--- src/rtl/lsu_handshake.sv ---
// rtl/lsu_handshake.sv - load/store unit with req/ack memory handshake
//
// Purpose: takes the ALU result as effective address, aligns store data into
// byte lanes, drives a req/ack data-memory bus, stalls the core while the
// access is outstanding and returns a sign/zero-extended load result.
//
// Ports:
//   i_clk, i_rst_n        clock, synchronous active-low reset
//   i_alu_data            effective address
//   i_st_data             store data (rs2)
//   i_lsu_rden/wren       load/store in execute (both high = store)
//   i_funct3              access size/sign: 0 B, 1 H, 2 W, 4 BU, 5 HU
//   i_mem_ack/rdata       memory completion strobe and read word
//   o_mem_req/we/addr/wdata/bmask  memory request channel
//   o_ld_data             extended load result
//   o_stall               freeze PC/regfile write
//   o_misalign            misaligned-access flag (combinational)
//   o_bus_err             one-cycle timeout pulse
module lsu_handshake #(
  parameter int MEM_TIMEOUT = 255,
  parameter int CNT_W       = 8
) (
  input  logic        i_clk,
  input  logic        i_rst_n,
  input  logic [31:0] i_alu_data,
  input  logic [31:0] i_st_data,
  input  logic        i_lsu_rden,
  input  logic        i_lsu_wren,
  input  logic [2:0]  i_funct3,
  input  logic        i_mem_ack,
  input  logic [31:0] i_mem_rdata,
  output logic        o_mem_req,
  output logic        o_mem_we,
  output logic [31:0] o_mem_addr,
  output logic [31:0] o_mem_wdata,
  output logic [3:0]  o_mem_bmask,
  output logic [31:0] o_ld_data,
  output logic        o_stall,
  output logic        o_misalign,
  output logic        o_bus_err
);

  typedef enum logic [1:0] {
    S_IDLE = 2'd0,
    S_REQ  = 2'd1,
    S_DONE = 2'd2
  } state_e;

  state_e      state_q, state_d;
  logic [CNT_W-1:0] cnt_q, cnt_d;
  logic [31:0] addr_q, addr_d;
  logic [2:0]  funct3_q, funct3_d;
  logic        we_q, we_d;
  logic [31:0] wdata_q, wdata_d;
  logic [3:0]  bmask_q, bmask_d;
  logic [31:0] ld_data_q, ld_data_d;
  logic        bus_err_q, bus_err_d;

  // Access decode on the live execute-stage inputs
  logic        acc;
  logic        is_b, is_h, is_w;
  logic        misalign_raw;
  logic        start;
  logic        timeout;
  logic [1:0]  off;

  assign acc  = i_lsu_rden | i_lsu_wren;
  assign off  = i_alu_data[1:0];
  assign is_b = (i_funct3 == 3'd0) || (i_funct3 == 3'd4);
  assign is_h = (i_funct3 == 3'd1) || (i_funct3 == 3'd5);
  // Anything not byte or half (including 3, 6, 7) is a word access
  assign is_w = ~is_b & ~is_h;
  assign misalign_raw = (is_h & off[0]) | (is_w & (off != 2'b00));
  assign start   = (state_q == S_IDLE) & acc & ~misalign_raw;
  assign timeout = (cnt_q == CNT_W'(MEM_TIMEOUT - 1));

  // Store lane placement
  logic [3:0]  st_bmask;
  logic [31:0] st_wdata;

  always_comb begin
    st_bmask = 4'b1111;
    st_wdata = i_st_data;
    if (is_b) begin
      st_bmask = 4'b0001 << off;
      st_wdata = {4{i_st_data[7:0]}};
    end else if (is_h) begin
      st_bmask = 4'b0011 << off;
      st_wdata = {2{i_st_data[15:0]}};
    end
  end

  // Load extraction uses the latched address/size, not the live inputs
  logic [31:0] byte_shift, half_shift, ld_ext;

  always_comb begin
    byte_shift = i_mem_rdata >> {addr_q[1:0], 3'b000};
    half_shift = i_mem_rdata >> {addr_q[1], 4'b0000};
    case (funct3_q)
      3'd0:    ld_ext = {{24{byte_shift[7]}}, byte_shift[7:0]};
      3'd4:    ld_ext = {24'd0, byte_shift[7:0]};
      3'd1:    ld_ext = {{16{half_shift[15]}}, half_shift[15:0]};
      3'd5:    ld_ext = {16'd0, half_shift[15:0]};
      default: ld_ext = i_mem_rdata;
    endcase
  end

  // State register
  always_ff @(posedge i_clk) begin
    if (!i_rst_n) state_q <= S_IDLE;
    else          state_q <= state_d;
  end

  // Next-state logic
  always_comb begin
    state_d = state_q;
    case (state_q)
      S_IDLE:  if (start) state_d = S_REQ;
      S_REQ:   if (i_mem_ack || timeout) state_d = S_DONE;
      // DONE always returns to IDLE so a held rden/wren cannot re-trigger
      S_DONE:  state_d = S_IDLE;
      default: state_d = S_IDLE;
    endcase
  end

  // FSM outputs
  always_comb begin
    o_mem_req  = 1'b0;
    o_stall    = 1'b0;
    o_misalign = 1'b0;
    case (state_q)
      S_IDLE: begin
        o_stall    = start;
        o_misalign = acc & misalign_raw;
      end
      S_REQ: begin
        o_mem_req = 1'b1;
        o_stall   = 1'b1;
      end
      default: ;
    endcase
  end

  // Datapath next-state
  always_comb begin
    cnt_d     = '0;
    addr_d    = addr_q;
    funct3_d  = funct3_q;
    we_d      = we_q;
    wdata_d   = wdata_q;
    bmask_d   = bmask_q;
    ld_data_d = ld_data_q;
    bus_err_d = 1'b0;
    if (start) begin
      addr_d   = i_alu_data;
      funct3_d = i_funct3;
      we_d     = i_lsu_wren;
      wdata_d  = i_lsu_wren ? st_wdata : 32'd0;
      bmask_d  = i_lsu_wren ? st_bmask : 4'b1111;
    end
    if (state_q == S_REQ) begin
      if (i_mem_ack) begin
        if (!we_q) ld_data_d = ld_ext;
      end else if (timeout) begin
        ld_data_d = 32'd0;
        bus_err_d = 1'b1;
      end else begin
        cnt_d = cnt_q + CNT_W'(1);
      end
    end
  end

  always_ff @(posedge i_clk) begin
    if (!i_rst_n) begin
      cnt_q     <= '0;
      addr_q    <= 32'd0;
      funct3_q  <= 3'd0;
      we_q      <= 1'b0;
      wdata_q   <= 32'd0;
      bmask_q   <= 4'd0;
      ld_data_q <= 32'd0;
      bus_err_q <= 1'b0;
    end else begin
      cnt_q     <= cnt_d;
      addr_q    <= addr_d;
      funct3_q  <= funct3_d;
      we_q      <= we_d;
      wdata_q   <= wdata_d;
      bmask_q   <= bmask_d;
      ld_data_q <= ld_data_d;
      bus_err_q <= bus_err_d;
    end
  end

  assign o_mem_we    = we_q;
  assign o_mem_addr  = {addr_q[31:2], 2'b00};
  assign o_mem_wdata = wdata_q;
  assign o_mem_bmask = bmask_q;
  assign o_ld_data   = ld_data_q;
  assign o_bus_err   = bus_err_q;

endmodule

--- config.mk ---
export PLATFORM = sky130hd
export DESIGN_NAME = lsu_handshake
export DESIGN_NICKNAME = d
export VERILOG_FILES = /design/src/rtl/lsu_handshake.sv
export SDC_FILE = /design/constraint.sdc
export NUM_CORES = 1
export LEC_CHECK = 0
export BUFFER_PORTS_ARGS = -buffer_cell sky130_fd_sc_hd__buf_2
export CORE_MARGIN = 2
export CORE_UTILIZATION = 45
export DETAILED_ROUTE_END_ITERATION = 10
export GPL_TIMING_DRIVEN = 0
export PLACE_DENSITY = 0.77
export SYNTH_ARGS = -nofsm -noshare
export SYNTH_HDL_FRONTEND = slang
export SYNTH_SLANG_ARGS = --single-unit
--- constraint.sdc ---
create_clock -name i_clk -period 2.1 [get_ports i_clk]
set_clock_uncertainty 0.2 [all_clocks]
set_input_delay 0.42 -clock i_clk [delete_from_list [all_inputs] [get_ports i_clk]]
set_output_delay 0.42 -clock i_clk [all_outputs]
set_load 0.01 [all_outputs]
==> qor.txt, run 1 <==
outcome - finished clean
area grow syn2layout - 34.50%
antenna cell count - 0
Worst-path clk slew - 0.06 ns
Max-Cap Viols - 0
Crit path largest cell delay - 0.30 ns
top_reg_cell synth - dfxtp_1
H-tree levels - 4
final std cells w/o fill - 1014
HP Class - input pin to flip-flop
Root Buffer - clkbuf_16
CTS Buf Count - 17
Setup Viol. Count Final - 0
crit end category - output port
cell taking the most area after synthesis - dfxtp_1
I/O Buffers - 203
I/O pin total - 209
critical path required time - 1.48 ns
die area - 13170 um2
clock latency on the worst-skew pair - 0.41 ns
FP Rows - 40
Setup Crit Path Kind - input pin to output port
Top delay family on crit path - simple AND/OR/NAND/NOR gates
worst path bufs/invs - 3
Syn Inst Count - 622
Max transition margin - 56.91%
LEAKAGE - 0.003440 uW
clock sink count - 115
Worst VDD drop - 657.5 uV
critical path, cell by cell - buf_2, buf_6, nor2b_4, or2_2, nor3b_2, buf_2
yosys warns - 0
Synth area leaders - dfxtp_1 42%, nand2_1 8.4%, a21boi_1 8.2%, buf_4 4.5%, mux2_2 3.7%
GPL Wtd Cong - 0.8798
Period minus WS final - 2.054 ns
antenna violations before repair - 0
# DRC - 0
final number of max-transition violations - 0
WL per Instance - 15.37 um
Clock Path Buffers - 2
1st-pass router iterations - 5
flops & latches, synth - 115
core box area - 12010 um2
pwr dens - 841.8 nW/um2
Avg Cell Area, Syn - 8.875 um2
count of flip-flops with a built-in enable after synthesis - 0
Final Hold Vio Count - 0
Iter 0 DRT Violations - 289
die width - 114.8 um
worst-path maximum fanout - 10
most frequent CP cell - buf_2
vias - 5246
Slew @ Worst Pin - 0.6440 ns
DRT antenna net count - 0
largest net degree at the start of global routing - 17
Routed WL - 15590 um
Fmax achieved - 487.0 MHz
die height - 114.8 um
Setup TNS - 0 ns
vias in the first global route - 4924
HPWL Detailed - 11580 um
Synth cell types - 50
Synth top area share - 41.70%
first-pass GRT wire length - 24500 um
Vias/cell - 5.174
design area - 7425 um2
Placement Cell Area - 6724 um2
Placed Cells - 973
FILL cells - 1075
fin nets - 964
Arr. time, crit path - 1.43 ns
Post-Syn Area - 5520 um2
Seq/Total Area, Yosys - 41.70%
gr ovfl total - 0
Period Utilization, post-route - 97.79%
Util after Layout - 61.81%
initial core utilization - 45.96%
startpoint types - input pin
Post-CTS Hold Buffers - 0
share of layout cells above drive strength 1 - 38.87%
Synth async-reset ratio - 0%
total power - 6250 uW
crit path max-delay cell type - or2_2
gr usage total - 23.68%
CTS tree - yes
## worst min-delay path, delay by kind of cell
family / cells / cell delay, ns
AO/OA/AOI/OAI: 1 / 0.05
buffers and inverters: 1 / 0.09
AND/OR/NAND/NOR: 1 / 0.04
## cells by family (layout without fill, tap and decap cells)
| kind of cell | after synthesis | in the layout | share of synthesized area, % |
|---|---|---|---|
| AND/OR/NAND/NOR | 220 | 220 | 18.77 |
| AO/OA/AOI/OAI | 151 | 151 | 20.87 |
| flip-flops | 115 | 115 | 41.70 |
| buffers and inverters | 86 | 330 | 9.157 |
| multiplexers | 37 | 37 | 7.117 |
| adder cells (fa/ha/maj) | 6 | 6 | 1.360 |
| XOR/XNOR | 6 | 6 | 0.9519 |
| other | 1 | 2 | 0.06793 |
## Yosys cell counts, types with 2 or more instances
cell type / instances
o21ai_0: 17
inv_1: 9
buf_2: 17
nor4_4: 2
buf_6: 5
nand3_1: 35
buf_4: 33
a32oi_1: 3
mux2i_1: 19
a2bb2oi_1: 2
nand4_1: 2
nor2b_1: 11
or3_1: 4
nand2b_1: 3
mux2_2: 18
nor3_1: 5
a221o_1: 16
a21boi_1: 60
ha_1: 6
a221oi_1: 3
a21oi_1: 13
nor2_1: 20
nor3b_1: 6
a22o_1: 8
o21ai_1: 8
o2bb2ai_1: 5
dfxtp_1: 115
o22ai_1: 7
a2111oi_4: 2
clkbuf_1: 21
xor2_1: 5
a22oi_1: 2
nand2_1: 123
## final cells by class
cell class | count | area (um2) | area share (%)
multi-input cells | 422 | 2741 | 36.92
flip-flops and latches | 115 | 2305 | 31.04
repair buffers | 212 | 1090 | 14.68
plain buffers | 77 | 480.5 | 6.471
clock buffers | 19 | 452.9 | 6.100
well taps | 147 | 183.9 | 2.477
clock inverters | 13 | 132.6 | 1.786
inverters | 9 | 38.79 | 0.5224
## sequential cells by signal, indices dropped and copies added (netlist names)
register,flops
o_mem_we,1
state_q,2
o_mem_wdata,32
o_ld_data,32
o_mem_bmask,4
addr_q,32
cnt_q,8
funct3_q,3
o_bus_err,1
## power by group
| group | internal, uW | total (uW) | switching [uW] | leakage [uW] |
|---|---|---|---|---|
| Clock | 1800 | 2830 | 1030 | 0.000281 |
| Combinational | 471 | 1030 | 562 | 0.00222 |
| Sequential | 2310 | 2390 | 75.4 | 0.000937 |
| Total | 4580 | 6250 | 1670 | 0.00344 |
## metrics by stage
| stage | hold slack, ns | setup WS, ns |
|---|---|---|
| after floorplan | 0.2354 | 0.02268 |
| after global placement | 0.2297 | -0.4445 |
| after detailed placement | 0.2420 | -0.4541 |
| after CTS | 0.03237 | -0.002921 |
| after global routing | 0.02644 | -0.02777 |
| final | 0.04616 | 0.04641 |
## layout by cell type (no fill, tap or decap), types with 3 or more instances in the layout
| cell type | count |
|---|---|
| buf_2 | 217 |
| nand2_1 | 123 |
| dfxtp_1 | 113 |
| a21boi_1 | 60 |
| buf_4 | 42 |
| nand3_1 | 35 |
| clkbuf_1 | 21 |
| nor2_1 | 20 |
| mux2i_1 | 19 |
| mux2_2 | 18 |
| clkbuf_16 | 17 |
| a221o_1 | 16 |
| o21ai_0 | 16 |
| a21oi_1 | 13 |
| nor2b_1 | 11 |
| o21ai_1 | 9 |
| a22o_1 | 8 |
| inv_1 | 7 |
| buf_6 | 7 |
| o22ai_1 | 7 |
| nor3b_1 | 5 |
| o2bb2ai_1 | 5 |
| xor2_1 | 5 |
| ha_1 | 5 |
| clkinv_2 | 5 |
| nor3_1 | 4 |
| or3_1 | 4 |
| clkinvlp_4 | 4 |
| nand2b_1 | 3 |
| a221oi_1 | 3 |
| a32oi_1 | 3 |
## repair_timing
item	CTS	global route
gates resized for setup	7	13
pin swaps	0	4
setup endpoints to repair	20	66
gates cloned	0	1
setup buffers	1	7
## routing by layer
| metal | vias to the layer above | global-route usage, % | routed length (um) |
|---|---|---|---|
| met2 | 213 | 39.53 | 7235 |
| met5 | - | 0 | 0 |
| li1 | 2610 | - | - |
| met3 | 29 | 8.803 | 1330 |
| met1 | 2394 | 28.90 | 6715 |
| met4 | 0 | 6.506 | 308 |
## path summary, 6_finish.rpt
| kind | from | endpoint | slack, ns | cells past startpoint |
|---|---|---|---|---|
| setup / recovery | i_funct3[1] | o_misalign | 0.05 | 6 |
| hold / removal | i_alu_data[22] | addr_q[22] | 0.05 | 3 |
| setup reg to reg | state_q[1] | o_ld_data[28] | 0.08 | 6 |
| hold reg to reg | o_mem_wdata[1] | o_mem_wdata[1] | 0.25 | 2 |
Note: power is estimated with default switching activity, not from simulation.
==> run 2: changes to the inputs <==
--- a/config.mk
+++ b/config.mk
@@ -10,7 +10,7 @@
 export CORE_UTILIZATION = 45
 export DETAILED_ROUTE_END_ITERATION = 10
 export GPL_TIMING_DRIVEN = 0
-export PLACE_DENSITY = 0.77
+export PLACE_DENSITY = 0.85
 export SYNTH_ARGS = -nofsm -noshare
 export SYNTH_HDL_FRONTEND = slang
 export SYNTH_SLANG_ARGS = --single-unit
==> run 2 against run 1 <==
Design area increased by 1.5%. Sequential power barely moved. Count of clock-buffer cells in the layout did not move. Register-to-register slack lost 0.02 ns. Highest routed layer unchanged. Sequential share of layout area decreased by 0.45 points. Clock power grew 21%. Wire length is 5.3% higher. Utilization is 0.92 points higher. Global-route usage up 0.64 points. Worst hold slack lost 0.011 ns. Combinational power about the same. Critical path type is now flip-flop to flip-flop. Final cell count shrank 0.20%.
==> qor.txt, run 2 (synthesis results as in run 1) <==
share of layout cells above drive strength 1 - 38.61% (-0.26 points)
vias in the first global route - 5196 (+5.5%)
area grow syn2layout - 36.49%
pwr dens - 909.5 nW/um2 (+8.0%)
gr ovfl total - 0 (unchanged)
1st-pass router iterations - 8 (+3)
HP Class - input pin to flip-flop
outcome - finished clean
CTS tree - yes
commonest non-fill, non-tap cells in the layout - 218 x buf_2, 123 x nand2_1, 113 x dfxtp_1
vias - 5461 (+4.1%)
HPWL Detailed - 11950 um (+3.2%)
final setup margin - 0.05674 ns (+0.01034 ns)
Root Buffer - clkbuf_16
Max-Cap Viols - 0 (unchanged)
Max transition margin - 53.06% (-3.9 points)
FILL cells - 1004 (-6.6%)
clock sink count - 115 (unchanged)
worst-path maximum fanout - 7 (-3)
Util after Layout - 62.73% (+0.92 points)
Setup Crit Path Kind - flip-flop to flip-flop
Placed Cells - 973 (unchanged)
Worst-path clk slew - 0.06 ns (about the same)
core box area - 12010 um2 (unchanged)
die height - 114.8 um (unchanged)
fin nets - 962 (-0.21%)
DRT antenna net count - 0 (unchanged)
# DRC - 0 (unchanged)
Clock Path Buffers - 2 (unchanged)
largest net degree at the start of global routing - 17 (unchanged)
worst hold slack - 0.03535 ns (-0.01081 ns)
Setup TNS - 0 ns (unchanged)
H-tree levels - 4 (unchanged)
critical path required time - 2.25 ns (+0.77 ns)
clock latency on the worst-skew pair - 0.41 ns (about the same)
FP Rows - 40 (unchanged)
antenna cell count - 0 (unchanged)
Setup Viol. Count Final - 0 (unchanged)
Final Hold Vio Count - 0 (unchanged)
CTS Buf Count - 17 (unchanged)
WL per Instance - 16.21 um (+5.5%)
LEAKAGE - 0.003496 uW (+1.6%)
final std cells w/o fill - 1012 (-0.20%)
antenna violations before repair - 0 (unchanged)
die width - 114.8 um (unchanged)
most common cell after layout, fill and taps aside - buf_2
first-pass GRT wire length - 25130 um (+2.6%)
crit end category - flip-flop
RSZ-0062 raised after global routing - false
I/O pin total - 209 (unchanged)
pre-CTS setup slack - -0.5075 ns (-0.05342 ns)
Routed WL - 16410 um (+5.3%)
Period minus WS final - 2.043 ns (-0.01034 ns)
initial core utilization - 45.96% (unchanged)
die area - 13170 um2 (unchanged)
Slew @ Worst Pin - 0.7015 ns (+0.05756 ns)
I/O Buffers - 203 (unchanged)
startpoint types - flip-flop
final number of max-transition violations - 0 (unchanged)
Iter 0 DRT Violations - 507 (+75%)
Fmax achieved - 489.4 MHz (+0.51%)
GPL Wtd Cong - 0.8883 (+0.97%)
Period Utilization, post-route - 97.30% (-0.49 points)
Arr. time, crit path - 2.20 ns (+0.77 ns)
gr usage total - 24.33% (+0.64 points)
Worst VDD drop - 682.7 uV (+3.8%)
Vias/cell - 5.396 (+4.3%)
## run 2: cell count changes in the layout (fill, tap and decap cells not counted), sizes merged
cell / previous run / this run
bufinv: 2 / 7
buf: 267 / 265
clkinvlp: 4 / 0
inv: 10 / 9
## run 2: per-layer routing
layer,track usage (%),wire (um),vias to the layer above
li1,-,-,2600
met3,10.12,1552,47
met4,10.12,488,0
met1,27.11,6503,2551
met5,0,0,-
met2,41.18,7865,263
## run 2: final cells by class
cell class / instances / area [um2] / share of cell area [%]
flip-flops and latches: 115 / 2305 / 30.59
inverters: 9 / 36.28 / 0.4816
repair buffers: 210 / 1069 / 14.18
clock buffers: 19 / 442.9 / 5.878
clock inverters: 13 / 255.2 / 3.388
well taps: 147 / 183.9 / 2.441
multi-input cells: 422 / 2763 / 36.67
plain buffers: 77 / 480.5 / 6.377
## run 2: report_power, final
group          total (uW)  switching [uW]  internal [uW]
clock network        3420            1040           2380
registers            2390            77.4           2310
logic                1040             573            470
total                6850            1700           5160
## run 2: metrics by stage
step,instance area [um2],total power (uW)
after global routing,7535,7101
after floorplan,5524,3048
final,7535,6853
after CTS,7461,6863
after global placement,6724,3420
after detailed placement,6724,3436
## run 2: worst max-delay path, stage by stage (launching register included)
cell	delay (ns)
dfxtp_2	0.41
nand2b_4	0.11
or3_1	0.34
buf_2	0.18
nor4_4	0.29
buf_4	0.20
buf_6	0.12
a221o_1	0.12
## run 2: timing repair
action,in CTS,in global routing
setup endpoints to repair,26,18
gates resized for setup,7,14
hold endpoints to repair,0,0
hold buffers,0,0
cloned,0,1
buffers inserted,2,4
pin swaps,1,2
## run 2: path summary, 6_finish.rpt
path | startpoint | endpoint | slack, ns | cells after the start
worst max-delay path | state_q[0] | o_ld_data[25] | 0.06 | 7
worst min-delay path | i_alu_data[17] | addr_q[17] | 0.04 | 3
worst max register to register | state_q[0] | o_ld_data[25] | 0.06 | 7
worst min register to register | o_mem_wdata[6] | o_mem_wdata[6] | 0.24 | 2
==> run 3: changes to the inputs <==
==> config.mk (replaced) <==
export PLATFORM = sky130hd
export DESIGN_NAME = lsu_handshake
export DESIGN_NICKNAME = d
export VERILOG_FILES = /design/src/rtl/lsu_handshake.sv
export SDC_FILE = /design/constraint.sdc
export NUM_CORES = 1
export LEC_CHECK = 0
export CORE_MARGIN = 2
export CORE_UTILIZATION = 55
export DETAILED_ROUTE_END_ITERATION = 10
export DONT_BUFFER_PORTS = 1
export GPL_TIMING_DRIVEN = 0
export PLACE_DENSITY = 0.81
export SYNTH_ARGS = -nofsm -noshare
export SYNTH_HDL_FRONTEND = slang
export SYNTH_SLANG_ARGS = --single-unit
==> run 3 against run 2 <==
Sequential share of layout area is 1.6 points higher. First-iteration DRC count is 22% lower. Critical endpoint is now addr_q[31]. Largest power group unchanged. Critical path type unchanged. Worst hold slack worse by 0.025 ns. Highest routed layer unchanged.
==> qor.txt, run 3 (synthesis results as in run 1) <==
Period Utilization, post-route - 97.80% (+0.50 points)
# DRC - 0 (unchanged)
worst hold slack - 0.01053 ns (-0.02482 ns)
final setup margin - 0.04620 ns (-0.01055 ns)
clock power share - 49.0% (-0.9 points)
WL per Instance - 20.71 um (+28%)
Iter 0 DRT Violations - 394 (-22%)
crit path max-delay cell type - clkbuf_1
sequential share of power - 37.2% (+2.4 points)
Setup Crit Path Kind - flip-flop to flip-flop
commonest non-fill, non-tap cells in the layout - 123 x nand2_1, 113 x dfxtp_1, 76 x dlygate4sd3_1
vias in the first global route - 5394 (+3.8%)
I/O Buffers - 0 (-100%)
fin nets - 832 (-14%)
vias - 5219 (-4.4%)
Top delay family on crit path - buffers and inverters
clock sink count - 115 (unchanged)
die area - 10850 um2 (-18%)
worst path bufs/invs - 2 (-1)
clock latency on the worst-skew pair - 0.52 ns (+0.11 ns)
pwr dens - 916.9 nW/um2 (+0.81%)
gr usage total - 32.86% (+8.5 points)
HPWL Detailed - 11350 um (-5.0%)
critical path, cell by cell - o21bai_1, nor4_4, buf_4, clkbuf_1, nand2_1, a21boi_1
Placement Cell Area - 5690 um2 (-15%)
HP Class - input pin to flip-flop
critical path required time - 2.32 ns (+0.07 ns)
CTS tree - yes
Final Hold Vio Count - 0 (unchanged)
area grow syn2layout - 29.87%
total power - 6574 uW (-4.1%)
FP Rows - 36 (-10%)
Clock Path Buffers - 2 (unchanged)
1st-pass router iterations - 5 (-3)
Worst VDD drop - 494.8 uV (-28%)
first-pass GRT wire length - 28230 um (+12%)
die height - 104.2 um (-9.2%)
Slew @ Worst Pin - 0.7677 ns (+0.06617 ns)
core box area - 9774 um2 (-19%)
Setup TNS - 0 ns (unchanged)
pre-CTS setup slack - -0.2265 ns (+0.2810 ns)
GPL Wtd Cong - 0.8398 (-5.5%)
LEAKAGE - 0.002833 uW (-19%)
switching share of power - 26.60% (+1.9 points)
startpoint types - flip-flop
antenna cell count - 0 (unchanged)
Routed WL - 17970 um (+9.5%)
Setup Viol. Count Final - 0 (unchanged)
I/O pin total - 209 (unchanged)
Root Buffer - clkbuf_8
die width - 104.2 um (-9.2%)
CTS Buf Count - 17 (unchanged)
Max transition margin - 48.63% (-4.4 points)
Combinational Power Share - 13.8% (-1.4 points)
Arr. time, crit path - 2.28 ns (+0.08 ns)
design area - 7169 um2 (-4.8%)
largest net degree at the start of global routing - 17 (unchanged)
Fmax achieved - 486.9 MHz (-0.51%)
Max-Cap Viols - 0 (unchanged)
gr ovfl total - 0 (unchanged)
Switch Pwr - 1749 uW (+3.2%)
antenna violations before repair - 0 (unchanged)
DRT antenna net count - 0 (unchanged)
crit end category - flip-flop
H-tree levels - 4 (unchanged)
internal power - 4825 uW (-6.5%)
Period minus WS final - 2.054 ns (+0.01055 ns)
final number of max-transition violations - 0 (unchanged)
share of layout cells above drive strength 1 - 17.41% (-21 points)
Worst-path clk slew - 0.06 ns (about the same)
initial core utilization - 56.48% (+11 points)
worst-path maximum fanout - 10 (+3)
Vias/cell - 6.013 (+11%)
outcome - finished clean
Crit path largest cell delay - 0.35 ns (-0.06 ns)
most common cell after layout, fill and taps aside - nand2_1
## run 3: final cells by class
cell class                 instances  area [um2]
buffer                            76       469.2
fill                             702        2605
tap                              133       166.4
inverter                           9       33.78
clock inverter                    14       226.5
multi-input combinational        422        2743
clock buffer                      18       427.9
timing repair buffer              81       798.3
sequential                       115        2305
## run 3: what timing repair did
item | in CTS | in global routing
setup buffers | 0 | 5
hold endpoints to repair | 78 | 0
pin swaps | 0 | 2
endpoints found under the setup margin | 12 | 73
hold buffers | 76 | 0
gates resized for setup | 1 | 9
## run 3: worst register-to-register path, delay by kind of cell (launching register included)
kind | cells | cell delay [ns]
buffers and inverters | 2 | 0.58
DFF | 1 | 0.32
and+or+nand+nor | 2 | 0.36
AOI/OAI and AO/OA | 2 | 0.49
## run 3: through the flow
| step | std cells | utilization [%] |
|---|---|---|
| after detailed placement | 756 | 58.22 |
| after CTS | 864 | 72.75 |
| final | 868 | 73.35 |
| after global routing | 868 | 73.35 |
| after global placement | 756 | 58.22 |
| after floorplan | 623 | - |
## run 3: worst paths after layout
path / start / to / slack (ns) / depth (start not counted)
setup / recovery: state_q[1] / addr_q[31] / 0.05 / 6
hold / removal: i_alu_data[1] / o_mem_bmask[1] / 0.01 / 3
setup reg to reg: state_q[1] / addr_q[31] / 0.05 / 6
hold reg to reg: addr_q[2] / addr_q[2] / 0.26 / 2
## run 3: power groups by stage
stage	clock network (uW)	logic (uW)	registers (uW)
final	3220	908	2450
after global routing	3340	978	2460
after CTS	3210	865	2440
after detailed placement	0	741	2490
after global placement	0	717	2480
after floorplan	0	597	2450
## run 3: per-layer routing
metal,wire [um],vias up,track usage (%)
met5,0,-,0
met4,691,0,15.44
met3,1762,69,12.03
met2,9078,316,57.52
met1,6441,2491,35.12
li1,-,2343,-
